--- src/rtl/ysyx_rd_arbiter.sv ---
// ysyx_rd_arbiter: shares one AXI4 read channel (AR/R) between the IFU fetch port and the LSU load port.
// Optional feature macro YSYX_RD_ARB_FLUSH_EN adds ifu_flush to discard an in-flight fetch response.
module ysyx_rd_arbiter #(
    parameter int ADDR_W     = 32,
    parameter int STARVE_MAX = 4
) (
    input  logic              clk,
    input  logic              rst,
    input  logic [ADDR_W-1:0] ifu_araddr,
    input  logic              ifu_arvalid,
    output logic [31:0]       ifu_rdata_o,
    output logic              ifu_rvalid_o,
    input  logic [ADDR_W-1:0] lsu_araddr,
    input  logic [2:0]        lsu_arsize,
    input  logic              lsu_arvalid,
    output logic [31:0]       lsu_rdata_o,
    output logic              lsu_rvalid_o,
    output logic              rerr_o,
    output logic [ADDR_W-1:0] io_master_araddr,
    output logic              io_master_arvalid,
    output logic [3:0]        io_master_arid,
    output logic [7:0]        io_master_arlen,
    output logic [2:0]        io_master_arsize,
    output logic [1:0]        io_master_arburst,
    input  logic              io_master_arready,
    input  logic [63:0]       io_master_rdata,
    input  logic [1:0]        io_master_rresp,
    input  logic [3:0]        io_master_rid,
    input  logic              io_master_rlast,
    input  logic              io_master_rvalid,
    output logic              io_master_rready
`ifdef YSYX_RD_ARB_FLUSH_EN
    ,
    input  logic              ifu_flush
`endif
);

    localparam int CNT_W = (STARVE_MAX > 0) ? $clog2(STARVE_MAX + 1) : 1;

    localparam logic [1:0] S_IDLE = 2'd0;
    localparam logic [1:0] S_ADDR = 2'd1;
    localparam logic [1:0] S_DATA = 2'd2;

    logic [1:0]        state_q, state_d;
    logic              gnt_lsu_q, gnt_lsu_d;
    logic [ADDR_W-1:0] addr_q, addr_d;
    logic [2:0]        size_q, size_d;
    logic [CNT_W-1:0]  starve_q, starve_d;
    logic              drop_q, drop_d;
    logic              resp_q, resp_d;
    logic              ifu_rvalid_q, ifu_rvalid_d;
    logic              lsu_rvalid_q, lsu_rvalid_d;
    logic [31:0]       ifu_rdata_q, ifu_rdata_d;
    logic [31:0]       lsu_rdata_q, lsu_rdata_d;
    logic              rerr_q, rerr_d;

    logic              starve_full_s;
    logic              pick_lsu_s;
    logic              pick_ifu_s;
    logic              start_s;
    logic              capture_s;
    logic              flush_s;
    logic              suppress_s;
    logic [31:0]       lane_s;
    logic              err_s;

    assign starve_full_s = (starve_q == CNT_W'(STARVE_MAX));

    // The cycle a response is delivered is a bubble: the finished requester's level request is masked.
    assign pick_lsu_s = (state_q == S_IDLE) && !resp_q && lsu_arvalid && !(ifu_arvalid && starve_full_s);
    assign pick_ifu_s = (state_q == S_IDLE) && !resp_q && ifu_arvalid && !pick_lsu_s;
    assign start_s    = pick_lsu_s || pick_ifu_s;

    assign capture_s  = (state_q == S_DATA) && io_master_rvalid && io_master_rlast;
    assign lane_s     = addr_q[2] ? io_master_rdata[63:32] : io_master_rdata[31:0];
    assign err_s      = (io_master_rresp != 2'b00) || (io_master_rid != {3'b000, gnt_lsu_q});

`ifdef YSYX_RD_ARB_FLUSH_EN
    assign flush_s = ifu_flush && (pick_ifu_s || ((state_q != S_IDLE) && !gnt_lsu_q));
`else
    assign flush_s = 1'b0;
`endif
    assign suppress_s = drop_q || flush_s;

    // Next-state logic for the grant FSM, starvation counter and response registers
    always_comb begin
        state_d      = state_q;
        gnt_lsu_d    = gnt_lsu_q;
        addr_d       = addr_q;
        size_d       = size_q;
        starve_d     = starve_q;
        drop_d       = drop_q;
        resp_d       = 1'b0;
        ifu_rvalid_d = 1'b0;
        lsu_rvalid_d = 1'b0;
        ifu_rdata_d  = 32'd0;
        lsu_rdata_d  = 32'd0;
        rerr_d       = 1'b0;
        case (state_q)
            S_IDLE: begin
                drop_d = flush_s;
                if (start_s) begin
                    state_d   = S_ADDR;
                    gnt_lsu_d = pick_lsu_s;
                    if (pick_lsu_s) begin
                        addr_d = lsu_araddr;
                        size_d = lsu_arsize;
                        if (ifu_arvalid && !starve_full_s) begin
                            starve_d = starve_q + CNT_W'(1);
                        end else begin
                            starve_d = starve_q;
                        end
                    end else begin
                        addr_d   = ifu_araddr;
                        size_d   = 3'd2;
                        starve_d = '0;
                    end
                end else begin
                    state_d = S_IDLE;
                end
            end
            S_ADDR: begin
                drop_d = suppress_s;
                if (io_master_arready) begin
                    state_d = S_DATA;
                end else begin
                    state_d = S_ADDR;
                end
            end
            S_DATA: begin
                drop_d = suppress_s;
                if (capture_s) begin
                    state_d      = S_IDLE;
                    drop_d       = 1'b0;
                    resp_d       = 1'b1;
                    lsu_rvalid_d = gnt_lsu_q;
                    ifu_rvalid_d = !gnt_lsu_q && !suppress_s;
                    lsu_rdata_d  = gnt_lsu_q ? lane_s : 32'd0;
                    ifu_rdata_d  = (!gnt_lsu_q && !suppress_s) ? lane_s : 32'd0;
                    rerr_d       = err_s && (gnt_lsu_q || !suppress_s);
                end else begin
                    state_d = S_DATA;
                end
            end
            default: begin
                state_d = S_IDLE;
                drop_d  = 1'b0;
            end
        endcase
    end

    // State and output registers; reset abandons any beat in flight
    always_ff @(posedge clk or posedge rst) begin
        if (rst) begin
            state_q      <= S_IDLE;
            gnt_lsu_q    <= 1'b0;
            addr_q       <= '0;
            size_q       <= 3'd0;
            starve_q     <= '0;
            drop_q       <= 1'b0;
            resp_q       <= 1'b0;
            ifu_rvalid_q <= 1'b0;
            lsu_rvalid_q <= 1'b0;
            ifu_rdata_q  <= 32'd0;
            lsu_rdata_q  <= 32'd0;
            rerr_q       <= 1'b0;
        end else begin
            state_q      <= state_d;
            gnt_lsu_q    <= gnt_lsu_d;
            addr_q       <= addr_d;
            size_q       <= size_d;
            starve_q     <= starve_d;
            drop_q       <= drop_d;
            resp_q       <= resp_d;
            ifu_rvalid_q <= ifu_rvalid_d;
            lsu_rvalid_q <= lsu_rvalid_d;
            ifu_rdata_q  <= ifu_rdata_d;
            lsu_rdata_q  <= lsu_rdata_d;
            rerr_q       <= rerr_d;
        end
    end

    assign ifu_rvalid_o      = ifu_rvalid_q;
    assign ifu_rdata_o       = ifu_rdata_q;
    assign lsu_rvalid_o      = lsu_rvalid_q;
    assign lsu_rdata_o       = lsu_rdata_q;
    assign rerr_o            = rerr_q;

    assign io_master_araddr  = addr_q;
    assign io_master_arvalid = (state_q == S_ADDR);
    assign io_master_arid    = {3'b000, gnt_lsu_q};
    assign io_master_arlen   = 8'd0;
    assign io_master_arsize  = size_q;
    assign io_master_arburst = (state_q == S_ADDR) ? 2'b01 : 2'b00;
    assign io_master_rready  = (state_q == S_DATA);

endmodule

--- config.mk ---
export PLATFORM = sky130hd
export DESIGN_NAME = ysyx_rd_arbiter
export DESIGN_NICKNAME = d
export VERILOG_FILES = /design/src/rtl/ysyx_rd_arbiter.sv
export SDC_FILE = /design/constraint.sdc
export NUM_CORES = 1
export LEC_CHECK = 0
export ABC_AREA = 1
export ABC_CLOCK_PERIOD_IN_PS = 3200
export CORE_AREA = 2 2 102 104
export CTS_CLUSTER_SIZE = 8
export DETAILED_ROUTE_END_ITERATION = 7
export DIE_AREA = 0 0 104 106
export DONT_BUFFER_PORTS = 1
export PLACE_DENSITY = 0.62
export SLEW_MARGIN = 20
export SYNTH_ARGS = -nofsm -noshare
export SYNTH_HDL_FRONTEND = slang
export SYNTH_SLANG_ARGS = --single-unit
export TNS_END_PERCENT = 20
--- constraint.sdc ---
create_clock -name clk -period 3.2 [get_ports clk]
set_clock_uncertainty 0.15 [all_clocks]
set_input_delay 0.32 -clock clk [delete_from_list [all_inputs] [get_ports clk]]
set_output_delay 0.32 -clock clk [all_outputs]
set_load 0.01 [all_outputs]
==> results.md, run 1 <==
* Status: stopped before the end
* Stopping stage: 4_1_cts
* First Err: [ERROR RSZ-0060] Max buffer count reached.
* Number of buffers created by CTS at 9
* Syn. warnings at 0
* CTS H-tree lvls at 3
* Post-CTS Resized at 0
* Hold-fix buffers, CTS at ~110
* Synthesized cell area at roughly 4400 um^2
* Count of different cell masters after synthesis at 22
* Initial core utilization at 0.4446
* Post-DP HPWL at just under 7000 um
* # clock sinks at around 110
* #FFs+latches synth at 109
* I/O Pins at 262
* Placer Congestion at approximately 0.82
* Post-synthesis average cell area at about 10 um^2
* Placed insts at 546
* Setup Fix Bufs, Post-CTS at 0
* Die Y at about 110 um
* Core Rows at 37
* Die Width at about 100 um
* Register area share after synthesis at 0.6136
* Port buffer count at 0
* Cells after Synth at 432
* Clock root buffer: clkbuf_8
* Clock buffer depth at 2
-- cell usage after synthesis --
master / instances / area [um^2]
buf_2: 9 / 45.04
buf_4: 19 / 142.6
buf_6: 8 / 90.09
clkbuf_1: 1 / 3.750
conb_1: 1 / 3.750
dfrtp_1: 109 / 2728
ha_1: 2 / 25.02
inv_1: 15 / 56.30
inv_2: 1 / 3.750
mux2i_1: 32 / 320.3
nand2_1: 86 / 322.8
nand2_2: 1 / 6.260
nand2_4: 2 / 22.52
nand3_1: 70 / 350.3
nor2_1: 67 / 251.5
nor2_4: 2 / 22.52
o211ai_2: 1 / 12.51
o21a_1: 1 / 7.510
o21ai_0: 2 / 10.01
o22ai_1: 1 / 6.260
or2_2: 1 / 6.260
xor2_1: 1 / 8.760
-- logic make-up after synthesis --
family          after synthesis  share of synthesized area
compound gates                5                   0.008163
xor+xnor                      1                   0.001971
fa+ha+maj                     2                   0.005628
buf+inv                      53                    0.07683
flops                       109                     0.6136
mux                          32                    0.07205
other cells                   1                  0.0008435
simple gates                229                     0.2209
-- per-stage QoR --
stage	hold WS, ns	instance area (um^2)	worst slack, ns	util
after detailed placement	0.2484	4413	1.050	0.4413
after global placement	0.2402	4413	1.142	0.4413
after floorplan	0.2773	4491	1.415	-
==> run 2, diff against run 1 <==
--- a/config.mk
+++ b/config.mk
@@ -6,13 +6,12 @@
 export NUM_CORES = 1
 export LEC_CHECK = 0
 export ABC_AREA = 1
-export ABC_CLOCK_PERIOD_IN_PS = 3200
-export CORE_AREA = 2 2 102 104
-export CTS_CLUSTER_SIZE = 8
+export ABC_CLOCK_PERIOD_IN_PS = 4150
+export CORE_MARGIN = 1
+export CORE_UTILIZATION = 40
 export DETAILED_ROUTE_END_ITERATION = 7
-export DIE_AREA = 0 0 104 106
 export DONT_BUFFER_PORTS = 1
-export PLACE_DENSITY = 0.62
+export PLACE_DENSITY_LB_ADDON = 0.15
 export SLEW_MARGIN = 20
 export SYNTH_ARGS = -nofsm -noshare
 export SYNTH_HDL_FRONTEND = slang
==> constraint.sdc (replaced) <==
create_clock -name clk -period 4.15 [get_ports clk]
set_clock_uncertainty 0.15 [all_clocks]
set_input_delay 0.415 -clock clk [delete_from_list [all_inputs] [get_ports clk]]
set_output_delay 0.415 -clock clk [all_outputs]
set_load 0.01 [all_outputs]
==> results.md, run 2 <==
* Vias at roughly 3000
* Main synth FF type: dfrtp_1
* Peak VDD IR at around 0.00031 V
* R2r endpoint: io_master_arsize[1]$_DFFE_PP0P_
* Clock slew at reported path FFs at approximately 0.11 ns
* Setup Fix Bufs, Post-CTS at 0
* Syn. warnings at 0
* Top post-synthesis cells by area: dfrtp_1 61%, nand3_1 7.9%, nand2_1 7.3%
* Setup TNS at 0 ns
* Core Rows at 38
* # clock sinks at roughly 110
* CTS H-tree lvls at 3
* Cell taking the most area after synthesis: dfrtp_1
* Clock root buffer: clkbuf_8
* Largest net degree at the start of global routing at 82
* TritonCTS clock tree: yes
* CP max stage delay at roughly 0.8 ns
* I/O Pins at around 260
* Hold-fix buffers, CTS at 3
* DR DRC count at 0
* Depth of the most critical reg-to-reg path at 9
* Antenna Violating Nets Remaining at 0
* WL/cell at around 18 um
* Worst Setup SP: starve_q[0]$_DFFE_PP0P_
* Tmin final at 2.733 ns
* Register area at approximately 2700 um^2
* First-pass GRT wire length at 15310 um
* Most frequent cells in the layout: 108 x dfrtp_1, 86 x nand2_1, 70 x nand3_1
* R2R Setup Slk at about 1.4 ns
* Worst r2r src: starve_q[0]$_DFFE_PP0P_
* Top cells by count, synth: 109 x dfrtp_1, 86 x nand2_1, 70 x nand3_1
* Dpl ws at ~1.4 ns
* Share of layout cells above drive strength 1 at 0.06961
* GR Overflow Total at 0
* Most frequent cell after synthesis: dfrtp_1
* Placed Area at 4409 um^2
* CP bufs+invs at 3
* Multi-input gate area at roughly 1400 um^2
* CP cell instances: inv_1, ha_1, nand3_1, nand2_2, nor2_2, buf_4, nand2_1, nand2_1, inv_1
* Post-CTS Resized at 0
* Critical Path Start Type: flip-flop
* Tot GR Track Use at 0.1786
* Clk Latency, worst-skew pair at 0.37 ns
* Worst Setup EP: io_master_arsize[1]$_DFFE_PP0P_
* Top Family by Delay on Critical Path: simple AND/OR/NAND/NOR gates
* TritonRoute pass-1 iters at 4
* RSZ-0062 raised after global routing: false
* Slowest CP cell: nor2_2
* Count of different cell masters after synthesis at 22
* Port buffer count at 0
* Kind of critical path: flip-flop to flip-flop
* Hold Violations, Final at 0
* Fill count at approximately 1100
* Critical Path Stages at 9
* Pwr Density at roughly 640 nW/um^2
* Area delta synth->final at 5.826%
* Commonest non-fill, non-tap cell in the layout: dfrtp_1
* Nets at 572
* Max-slew violation count at 0
* # diodes at 0
* Worst slew margin at 0.3550
* Fin util at 0.4340
* Core area at between 10000 and 15000 um^2
* Status: finished clean
* Asr flop ratio synth at 1.000
* Initial antenna violation count at 0
* Cells after Synth at ~430
* Post-DP HPWL at approximately 7100 um
* Crit path DAT at between 2 and 3 ns
* Worst min path class: primary input to flip-flop
* Design Area, Final at 4705 um^2
* Number of buffers created by CTS at 9
* Placer Congestion at between 0.7 and 0.8
* Actual slew at the worst max-slew pin at approximately 0.97 ns
* Detailed Route WL at slightly above 10000 um
* Fmax at 365.9 MHz
* Vias in the first global route at 2918
* Max_cap viols at 0
* Die Y at 107.4 um
* Worst Path Required at about 4.3 ns
* Worst-path fanout max at 34
* #FFs+latches synth at around 110
* DR vias/cell at ~5.2
* PnR worst setup slack at 1.417 ns
* Hold Crit Depth at 2
* EDFF count, synth at 0
* Critical Path Sink Type: flip-flop
* Finish-stage setup viols at 0
* P_leak at between 2 and 2.5 nW
* Period utilisation layout at 0.6585
* Clock buffer depth at 2
* Synthesized cell area at 4446 um^2
* Post-synthesis average cell area at between 10 and 15 um^2
* Die area at approximately 12000 um^2
* Die Width at between 100 and 150 um
* Register area share after synthesis at 0.6136
* Share of the synthesized area in the top cell type at 0.6136
* DRT iter0 DRCs at between 100 and 150
* Initial core utilization at 0.4101
[run 2: cell counts after synthesis]
Identical to the previous run, type by type.
[run 2: worst min path at each step]
stage | startpoint | endpoint | slack [ns]
final | io_master_arready | state_q[1]$_DFF_PP0_ | 0.02
after detailed placement | starve_q[0]$_DFFE_PP0P_ | starve_q[0]$_DFFE_PP0P_ | 0.35
after global routing | lsu_araddr[19] | io_master_araddr[19]$_DFFE_PP0P_ | 0.0002
after floorplan | starve_q[1]$_DFFE_PP0P_ | starve_q[1]$_DFFE_PP0P_ | 0.32
after global placement | starve_q[1]$_DFFE_PP0P_ | starve_q[1]$_DFFE_PP0P_ | 0.34
after CTS | lsu_araddr[3] | io_master_araddr[3]$_DFFE_PP0P_ | 0.0006
[run 2: logic make-up after synthesis]
group | synth area share
AO/OA/AOI/OAI | 0.008163
XOR/XNOR | 0.001971
adder cells (fa/ha/maj) | 0.005628
buffers and inverters | 0.07683
flip-flops | 0.6136
multiplexers | 0.07205
other | 0.0008435
AND/OR/NAND/NOR | 0.2209
[run 2: worst reg2reg max path, delay by kind of cell (launching register included)]
kind                     cells  cell delay [ns]
adder cells (fa/ha/maj)      1             0.20
buffers and inverters        3             0.48
flip-flops                   1             0.39
AND/OR/NAND/NOR              5             1.43
[run 2: stage by stage]
step	instances	total power [mW]	hold slack [ns]
finish	571	3.013	0.01679
global route	571	3.216	0.0002283
CTS	568	3.061	0.0006030
detailed placement	549	2.324	0.3548
global placement	549	2.292	0.3395
floorplan	443	2.184	0.3246
[run 2: cell type report]
cell class / count / area share
sequential: 109 / 0.5801
clock buffer: 10 / 0.02926
inverter: 16 / 0.01383
timing repair buffer: 9 / 0.01755
tap: 140 / 0.03723
clock inverter: 6 / 0.02021
multi-input combinational: 281 / 0.3019
[run 2: per-layer routing]
layer | wire length (um) | track usage | vias up
met1 | 3827 | 0.1943 | 1413
met5 | 0 | 0 | -
met3 | 981 | 0.06174 | 13
met2 | 5352 | 0.3180 | 180
met4 | 160 | 0.06947 | 0
li1 | - | - | 1340
[run 2: power by group]
part	switching (mW)	leakage [nW]	total (mW)	internal, mW
clock network	0.368	0.111	0.729	0.362
logic	0.408	0.820	0.677	0.269
registers	0.330	1.45	1.61	1.28
Note: power is estimated with default switching activity, not from simulation.
